==> src/rtl/extend_pkg.sv <==
// Shared widths and extension-mode encoding for the immediate extender.
package extend_pkg;

  localparam int DATA_W = 16;
  localparam int IMM5_W = 5;

  typedef enum logic {
    ZERO = 1'b0,
    SIGN = 1'b1
  } sign_mode_e;

endpackage : extend_pkg

==> src/rtl/ext_core.sv <==
// Combinational immediate extender: widens IN_W bits to OUT_W bits by sign or zero fill.
module ext_core
  import extend_pkg::*;
#(
  parameter int IN_W  = IMM5_W,
  parameter int OUT_W = DATA_W
) (
  input  logic             sign,
  input  logic [IN_W-1:0]  In,
  output logic [OUT_W-1:0] Out
);

  generate
    if (IN_W == OUT_W) begin : g_passthru
      // No fill bits exist at equal widths, so the mode input has no effect.
      logic unused_sign;
      assign unused_sign = sign;
      assign Out = In;
    end else begin : g_extend
      logic fill_bit;
      assign fill_bit = (sign_mode_e'(sign) == SIGN) ? In[IN_W-1] : 1'b0;
      assign Out = {{(OUT_W - IN_W){fill_bit}}, In};
    end
  endgenerate

endmodule : ext_core

==> src/rtl/extend_5_16.sv <==
// Immediate extender for the ALU B-operand path with an optional enabled register copy.
module extend_5_16
  import extend_pkg::*;
#(
  parameter int IN_W  = IMM5_W,
  parameter int OUT_W = DATA_W
) (
  input  logic             clk,
  input  logic             rst_n,
  input  logic             sign,
  input  logic [IN_W-1:0]  In,
  input  logic             en,
  output logic [OUT_W-1:0] Out,
  output logic [OUT_W-1:0] Out_q,
  output logic             Out_q_vld
);

  logic [OUT_W-1:0] data_d, data_q;
  logic             vld_d, vld_q;

  ext_core #(
    .IN_W  (IN_W),
    .OUT_W (OUT_W)
  ) u_ext_core (
    .sign (sign),
    .In   (In),
    .Out  (Out)
  );

  always_comb begin
    data_d = data_q;
    vld_d  = vld_q;
    if (en) begin
      data_d = Out;
      vld_d  = 1'b1;
    end
  end

  // NOTE: sequential state uses non-blocking assignments so every flop samples pre-edge values.
  always_ff @(posedge clk or negedge rst_n) begin
    if (!rst_n) begin
      data_q <= '0;
      vld_q  <= 1'b0;
    end else begin
      data_q <= data_d;
      vld_q  <= vld_d;
    end
  end

  assign Out_q     = data_q;
  assign Out_q_vld = vld_q;

endmodule : extend_5_16

==> config.mk <==
export PLATFORM = sky130hd
export DESIGN_NAME = extend_5_16
export DESIGN_NICKNAME = d
export VERILOG_FILES = /design/src/rtl/extend_pkg.sv /design/src/rtl/ext_core.sv /design/src/rtl/extend_5_16.sv
export SDC_FILE = /design/constraint.sdc
export NUM_CORES = 1
export LEC_CHECK = 0
export ABC_AREA = 1
export CORE_ASPECT_RATIO = 0.75
export CORE_MARGIN = 2
export CORE_UTILIZATION = 35
export DETAILED_ROUTE_END_ITERATION = 7
export GPL_ROUTABILITY_DRIVEN = 0
export GPL_TIMING_DRIVEN = 0
export PLACE_DENSITY = 0.76
export SLEW_MARGIN = 20
export SYNTH_ARGS = -nofsm -noshare
export SYNTH_HDL_FRONTEND = slang
export SYNTH_HIERARCHICAL = 1
export SYNTH_SLANG_ARGS = --single-unit
==> constraint.sdc <==
create_clock -name clk -period 0.8 [get_ports clk]
set_input_delay 0.2 -clock clk [delete_from_list [all_inputs] [get_ports clk]]
set_output_delay 0.2 -clock clk [all_outputs]
set_load 0.01 [all_outputs]
==> metrics.csv <==
metric,value,unit
synth_area_leaders,"dfrtp_1 53%, nand2_1 21%, buf_4 15%",
die_area,2700,um^2
cp.arrival,0.84,ns
clkTransAtPathRegs,0.09,ns
vdd_drop_max,1200,uV
io_pins,42,
postRouteAntennaNets,0,
dr_total_vias,700,
cts.sinks,17,
nNetsFinal,154,
end_kind,primary output,
crit_chain,buf_8 > nand2_8 > clkinvlp_4 > buf_6 > buf_6 > buf_6,
track_usage,17.2,%
synth_top_area_share,53.0,%
initial_utilization,38.5,%
status,finished with violations,
fin_ws,-0.237,ns
cp-start-kind,input pin,
cp_max_fo,3,
synthDistinctLibCells,9,
slowest_stage,buf_6,
drt-pass1-iter-count,2,
maxSlewHeadroom,47.2,%
ctsHoldBuffers,0,
grt_max_degree,18,
clock_latency,0.28,ns
reg2regPathDepth,4,
ys_seq_elements,17,
setup_viol,29,
layout-drive-gt1-share,53.5,%
rows,14,
netlist_instances,88,
hold_ws,0.101,ns
drv_slew,0,
path_buf_inv,5,
synth.avg_cell_area,9.13,um^2
synth_top_area_cell,dfrtp_1,
cp_top_family,buffers and inverters,
routedWlPerCell,12.7,um
grt_pass1_wl,3250,um
violations,setup timing,
power.leakage,0.765,nW
critPathMostFrequentCell,buf_6,
cts_tree,built,
crit_required,0.60,ns
fillers,189,
rsz0062_at_grt,true,
tightest_slew,0.793,ns
gr-total-overflow,0,
drc,0,
powerDensity,1480,nW/um^2
hold_viol,0,
cts-htree-levels,1,
syn_area,803,um^2
dp_hpwl,1440,um
ys_seq_area_share,53.0,%
grt_pass1_vias,650,
ctsLongestPathBuffers,2,
synth_nets,97,
die_w,59.3,um
io_buffers,36,
max_stage_delay,0.14,ns
final_cell_mix,"43 x nand2_1, 31 x buf_6, 18 x buf_2",
r2r_start,Out_q[4],
finalCritPeriodShare,130,%
criticalPathCategory,input pin to primary output,
totalWireLength,2130,um
fin_crit,1.04,ns
synthToLayoutAreaGrowth,68.4,%
min_path_type,input pin to asynchronous set/reset pin,
max_freq,965,MHz
fp.dieH,45.5,um
multi_input_area,219,um^2
n_antenna_cell,0,
regArea,425,um^2
dr.first_iter.drc_count,18,
cts-root-buf,clkbuf_4,
antenna_found_initial,0,
reg2reg_slack,0,ns
fin_skew,0,ns
cap_violations,0,
final_common_cell,nand2_1,
p_total,2.00,mW
synth_warnings,6,
cts_buffers,3,
final_util,64.9,%
fp.coreArea,2080,um^2
viasPerCell,4.17,
reg2reg_to,Out_q[4],
-- worst register-to-register path, delay by kind of cell, from the launching register on --
kind / cells / cell delay (ns)
DFF: 1 / 0.38
buffers and inverters: 2 / 0.23
and+or+nand+nor: 2 / 0.09
-- where the power goes --
part / internal (mW) / total, mW / switching (mW)
logic: 0.327 / 0.591 / 0.263
registers: 0.923 / 0.956 / 0.0324
clock network: 0.194 / 0.449 / 0.255
-- worst max path at each step --
stage | start | end | slack (ns) | depth (start not counted)
2_1_floorplan | sign | Out[10] | 0.01 | 3
3_3_place_gp | In[4] | Out[11] | -1.11 | 5
3_5_place_dp | In[4] | Out[6] | -1.13 | 5
4_1_cts | Out_q[15] | Out_q[15] | -0.24 | 1
5_1_grt | Out_q[7] | Out_q[7] | -0.28 | 1
6_report | sign | Out[6] | -0.24 | 6
-- metrics by stage --
step / area (um^2) / TNS (ns) / setup slack [ns] / instances
after floorplan: 803 / 0 / 0.0146 / 88
after global placement: 1190 / -30.73 / -1.11 / 148
after detailed placement: 1190 / -32.16 / -1.13 / 148
after CTS: 1280 / -5.73 / -0.243 / 162
after global routing: 1350 / -6.61 / -0.277 / 168
final: 1350 / -5.53 / -0.237 / 168
-- cell usage after synthesis, drive strengths merged --
library cell  count
buf              19
nand2            49
inv               2
dfrtp            17
or2               1
-- per-layer routing --
metal | GRT usage [%] | vias to the layer above | share of wire, %
li1 | - | 361 | -
met2 | 31.6 | 17 | 54
met4 | 5.45 | 0 | 0.89
met5 | 0 | - | 0
met1 | 19.8 | 320 | 41
met3 | 4.26 | 2 | 4.6
-- what timing repair did --
action	in CTS	in global routing
pin swaps	1	1
setup endpoints to repair	61	29
gates cloned	1	0
buffers inserted	10	6
gates resized for setup	163	6
-- kinds of logic after synthesis --
group	count (synthesis)	share of synthesized area [%]
DFF	17	53.0
and+or+nand+nor	50	25.2
buffers and inverters	21	21.8
-- cell type report --
type	count	share of cell area, %
plain buffers	18	14.2
clock buffers	4	1.94
inverters	2	1.48
multi-input cells	50	16.2
flip-flops and latches	17	31.5
well taps	24	2.22
repair buffers	52	31.9
repair inverters	1	0.555
-- state kept, by name, summed over array words and instances, names as in the netlist --
name and flops:
Out_q 16, Out_q_vld 1
(Power assumes the default switching activity.)
